<file path="src/rtl/sync_fifo_lvl.sv">
// Synchronous FIFO with fill-level count, almost-full/empty thresholds and sticky error flags.
// Define SYNC_FIFO_FWFT_EN for first-word-fall-through reads; default is registered read data.
module sync_fifo_lvl #(
  parameter int unsigned DSIZE     = 8,
  parameter int unsigned ASIZE     = 4,
  parameter int unsigned AFULL_TH  = 14,
  parameter int unsigned AEMPTY_TH = 2
) (
  input  logic             clk,
  input  logic             rst,
  input  logic             flush,
  input  logic             clr_err,
  input  logic             winc,
  input  logic [DSIZE-1:0] wdata,
  input  logic             rinc,
  output logic [DSIZE-1:0] rdata,
  output logic             wfull,
  output logic             rempty,
  output logic             walmost_full,
  output logic             ralmost_empty,
  output logic [ASIZE:0]   count,
  output logic             overflow,
  output logic             underflow
);

  localparam int unsigned    Depth    = 1 << ASIZE;
  localparam logic [ASIZE:0] FullCnt  = {1'b1, {ASIZE{1'b0}}};
  localparam logic [ASIZE:0] AfullTh  = AFULL_TH[ASIZE:0];
  localparam logic [ASIZE:0] AemptyTh = AEMPTY_TH[ASIZE:0];

  logic [DSIZE-1:0] r_mem [Depth];
  logic [ASIZE-1:0] r_waddr;
  logic [ASIZE-1:0] r_raddr;
  logic [ASIZE:0]   r_count;
  logic             r_overflow;
  logic             r_underflow;
  logic             w_wr_ok;
  logic             w_rd_ok;

  assign wfull         = (r_count == FullCnt);
  assign rempty        = (r_count == '0);
  assign walmost_full  = (r_count >= AfullTh);
  assign ralmost_empty = (r_count <= AemptyTh);
  assign count         = r_count;
  assign overflow      = r_overflow;
  assign underflow     = r_underflow;

  // Accept decisions ignore the opposite port: a same-cycle read never frees room for a write.
  assign w_wr_ok = winc & ~wfull & ~flush & ~rst;
  assign w_rd_ok = rinc & ~rempty & ~flush & ~rst;

  always_ff @(posedge clk) begin
    if (rst) begin
      r_waddr     <= '0;
      r_raddr     <= '0;
      r_count     <= '0;
      r_overflow  <= 1'b0;
      r_underflow <= 1'b0;
    end else if (flush) begin
      r_waddr <= '0;
      r_raddr <= '0;
      r_count <= '0;
    end else begin
      if (w_wr_ok) r_waddr <= r_waddr + 1'b1;
      if (w_rd_ok) r_raddr <= r_raddr + 1'b1;
      if (w_wr_ok && !w_rd_ok) begin
        r_count <= r_count + 1'b1;
      end else if (w_rd_ok && !w_wr_ok) begin
        r_count <= r_count - 1'b1;
      end
      // A new error event wins over a same-cycle clear.
      r_overflow  <= (winc & wfull) | (r_overflow & ~clr_err);
      r_underflow <= (rinc & rempty) | (r_underflow & ~clr_err);
    end
  end

  // Storage has no reset so contents survive rst and flush.
  always_ff @(posedge clk) begin
    if (w_wr_ok) r_mem[r_waddr] <= wdata;
  end

`ifdef SYNC_FIFO_FWFT_EN
  assign rdata = rempty ? '0 : r_mem[r_raddr];
`else
  logic [DSIZE-1:0] r_rdata;

  always_ff @(posedge clk) begin
    if (rst) begin
      r_rdata <= '0;
    end else if (w_rd_ok) begin
      r_rdata <= r_mem[r_raddr];
    end
  end

  assign rdata = r_rdata;
`endif

endmodule

</file>
<file path="config.mk">
export PLATFORM = sky130hd
export DESIGN_NAME = sync_fifo_lvl
export DESIGN_NICKNAME = d
export VERILOG_FILES = /design/src/rtl/sync_fifo_lvl.sv
export SDC_FILE = /design/constraint.sdc
export NUM_CORES = 1
export LEC_CHECK = 0
export CAP_MARGIN = 10
export CORE_ASPECT_RATIO = 1.2
export CORE_MARGIN = 3
export CORE_UTILIZATION = 34
export DETAILED_ROUTE_END_ITERATION = 6
export GPL_TIMING_DRIVEN = 0
export SLEW_MARGIN = 5
export SYNTH_ARGS = -nofsm -noshare
export SYNTH_HDL_FRONTEND = slang
export SYNTH_SLANG_ARGS = --single-unit
</file>
<file path="constraint.sdc">
create_clock -name clk -period 8.58 [get_ports clk]
set_input_delay 1.716 -clock clk [delete_from_list [all_inputs] [get_ports clk]]
set_output_delay 1.716 -clock clk [all_outputs]
set_load 0.01 [all_outputs]
</file>
==> results of run 1 <==
[metal layers]
layer / vias up / wire length [um] / global-route usage
li1: 1572 / - / -
met5: - / 0 / 0
met2: 98 / 6470 / 0.222
met1: 1686 / 5640 / 0.180
met3: 13 / 672 / 0.0343
met4: 0 / 177 / 0.0435
[Yosys cell counts (2+ instances only)]
| cell type | instances |
|---|---|
| a211oi_1 | 10 |
| a21o_1 | 2 |
| a21oi_1 | 4 |
| a311oi_1 | 7 |
| a32oi_1 | 2 |
| buf_2 | 8 |
| buf_4 | 2 |
| buf_6 | 3 |
| clkbuf_1 | 6 |
| dfxtp_1 | 23 |
| edfxtp_1 | 128 |
| ha_1 | 9 |
| inv_1 | 7 |
| mux2i_1 | 37 |
| mux4_2 | 16 |
| nand2_1 | 15 |
| nand2b_1 | 3 |
| nand3_1 | 4 |
| nand3b_1 | 2 |
| nor2_1 | 39 |
| nor3_1 | 4 |
| o22ai_1 | 16 |
| or3b_1 | 2 |
| xnor2_1 | 4 |
| xor2_1 | 4 |
[final cells by class]
cell class	count	share of cell area
tap	220	0.0377
clock inverter	13	0.0159
clock buffer	19	0.0593
sequential	151	0.589
buffer	20	0.0158
inverter	7	0.00360
timing repair buffer	36	0.0469
multi-input combinational	196	0.231
[kinds of logic after synthesis]
logic type	share of synthesized area
AND/OR/NAND/NOR	0.0573
adder cells (fa/ha/maj)	0.0216
XOR/XNOR	0.0114
multiplexers	0.119
flip-flops	0.701
buffers and inverters	0.0230
AO/OA/AOI/OAI	0.0661
[critical path, delay by kind of cell]
kind	cells	cell delay, ns
AO/OA/AOI/OAI	3	0.74
adder cells (fa/ha/maj)	2	0.48
AND/OR/NAND/NOR	1	0.26
buffers and inverters	5	1.00
multiplexers	2	0.45
[registers in the layout (all words and copies together) (netlist names)]
signal,count
r_mem,128
rdata,8
count,5
r_raddr,4
r_waddr,4
overflow,1
underflow,1
[worst paths after layout]
| check | from | end | slack, ns | cells after the start |
|---|---|---|---|---|
| worst max register to register | count[0]$_SDFFE_PP0P_ | count[4]$_SDFFE_PP0P_ | 5.63 | 11 |
| worst min register to register | underflow$_SDFFE_PP0N_ | underflow$_SDFFE_PP0N_ | 0.51 | 2 |
| worst min-delay path | underflow$_SDFFE_PP0N_ | underflow$_SDFFE_PP0N_ | 0.51 | 2 |
| worst max-delay path | flush | count[4]$_SDFFE_PP0P_ | 4.26 | 13 |
[metrics by stage]
step / power [mW] / std cells / setup WS (ns) / hold slack [ns] / cell area (um^2)
2_1_floorplan: 0.849 / 374 / 4.60 / 0.518 / 6140
3_3_place_gp: 0.879 / 626 / 3.85 / 0.475 / 6730
3_5_place_dp: 0.881 / 627 / 3.84 / 0.493 / 6740
4_1_cts: 1.57 / 659 / 4.27 / 0.510 / 7290
5_1_grt: 1.61 / 662 / 4.12 / 0.538 / 7300
6_report: 1.56 / 662 / 4.26 / 0.507 / 7300
[power by group through the flow]
stage	registers (mW)	clock network [mW]	logic, mW
final	0.803	0.692	0.0619
after global routing	0.803	0.735	0.0677
after CTS	0.803	0.700	0.0627
after detailed placement	0.819	0	0.0625
after global placement	0.818	0	0.0609
after floorplan	0.819	0	0.0303
==> results.md, run 1 <==
* Iter 0 DRT Violations at 366
* Clock share of power at 0.444
* RSZ-0062 raised after global routing: no
* Vias per std cell at 5.09
* Sequential cell area fraction in the yosys report at 0.701
* Worst-Skew Late Latency at between 0.4 and 0.5 ns
* N_diodes at 0
* Final clock skew at 0.0144 ns
* Synth top area share at 0.626
* Via count at 3369
* Post-synthesis net count at 398
* P_leak at 2.30 nW
* Area contributors post-synth: edfxtp_1 (63%), dfxtp_1 (7.5%), mux2i_1 (6.0%)
* Comb power frac at 0.040
* Die height at 153 um
* Global route overflow at 0
* CTS Buf Count at 17
* Largest net degree at the start of global routing at 17
* Max FO, Critical Path at 10
* Arr. time, crit path at 4.66 ns
* FF/Latch Area at 4300 um^2
* Die area at 19700 um^2
* Fmax at ~230 MHz
* CTS tree: built
* Fin util at 0.414
* Clock root buffer: clkbuf_16
* Die width at 129 um
* Post-synth EDFFs at 128
* Avg Inst Size Synth at 16.4 um^2
* Critical Path, Cell by Cell: clkdlybuf4s50_1 -> or2_1 -> buf_6 -> a211oi_4 -> buf_6 -> inv_1 -> ha_1 -> inv_1 -> ha_1 -> a21o_1 -> a21oi_1 -> mux2i_1 -> mux2i_1
* Slew Viols, Final at 0
* First-pass GRT wire length at about 20 mm
* CP Capture Type: flip-flop
* GRT Util Overall at 0.137
* Nets at 453
* Routed wire length at around 13 mm
* CP Data Required Time at between 8 and 9 ns
* Num ports at 33
* P per Cell Area at 213 nW/um^2
* Ratio of cells with drive above 1 in the final layout at 0.163
* Ys async rst share at 0
* Max-slew headroom at 0.448
* Total negative slack at 0 ns
* Fillers at 1572
* Sequential Power Share at 0.516
* Most frequent cells in the layout: edfxtp_1 (128), nor2_1 (39), mux2i_1 (37), clkdlybuf4s50_1 (32), dfxtp_1 (23)
* Buffers on Ports at 32
* Post-DP HPWL at ~8.9 mm
* Routability Congestion at 0.857
* Vias in the first global route at 3496
* Clock-pin slew on the worst setup and hold paths at ~0.07 ns
* Final setup fails at 0
* Worst vdd ir at 0.138 mV
* CP peak stage delay at between 0.4 and 0.5 ns
* Slowest CP cell: clkdlybuf4s50_1
* Initial core utilization at 0.348
* H-tree depth at 4
* Internal power at 1.21 mW
* Max Cap Violations at 0
* Synth warn at 0
* Netlist cell types at 42
* Worst min path class: flip-flop to flip-flop
* Worst-Margin Slew at 0.825 ns
* CP startpoint kind: input pin
* Net Sw Power at 0.351 mW
* Bufs on Longest Clock Path at 2
* Status: finished, final reports clean
* Area of the multi-input gates at about 1700 um^2
* Final Hold Viols at 0
* Top cell type by total area after synthesis: edfxtp_1
* ANT nets after route at 0
* Post-CTS resize count at 0
* DRC at 0
* CTS Hold Bufs at 0
* Netlist Area Pre-Place at 6140 um^2
* Gate Count Post-Synth at 374
* Row cnt at 53
* Seq cells post-synth at 151
* Worst Setup Path Type: input pin to flip-flop
* Fin crit share at 0.503
* Core Area at 17600 um^2
* Commonest non-fill, non-tap cell in the layout: edfxtp_1
* Layout area overhead at 19.0%
* Initial antenna violation count at 0
* Drt pass-1 iters at 5
* Period minus WS final at 4.32 ns
* Clk sinks at 151
* Most used flip-flop cell after synthesis: edfxtp_1
* Average routed wire per standard cell at 19.6 um
* Setup Fix Bufs, Post-CTS at 0
* Switching Fraction at 0.225
(Power assumes the default switching activity.)
==> inputs of run 2 (changes only) <==
==> constraint.sdc (replaced) <==
create_clock -name clk -period 3.65 [get_ports clk]
set_input_delay 0.73 -clock clk [delete_from_list [all_inputs] [get_ports clk]]
set_output_delay 0.73 -clock clk [all_outputs]
set_load 0.01 [all_outputs]
==> results of run 2 <==
The final DEF is identical to that of run 1. Status: finished, final reports clean.
Among the figures that moved: setup slack after placement 3.84 ns -> -0.101 ns; setup slack after layout 4.26 ns -> 0.321 ns; register-to-register setup slack 5.63 ns -> 0.70 ns; total power 1.56 mW -> 3.66 mW; worst IR drop on VDD 0.138 mV -> 0.324 mV
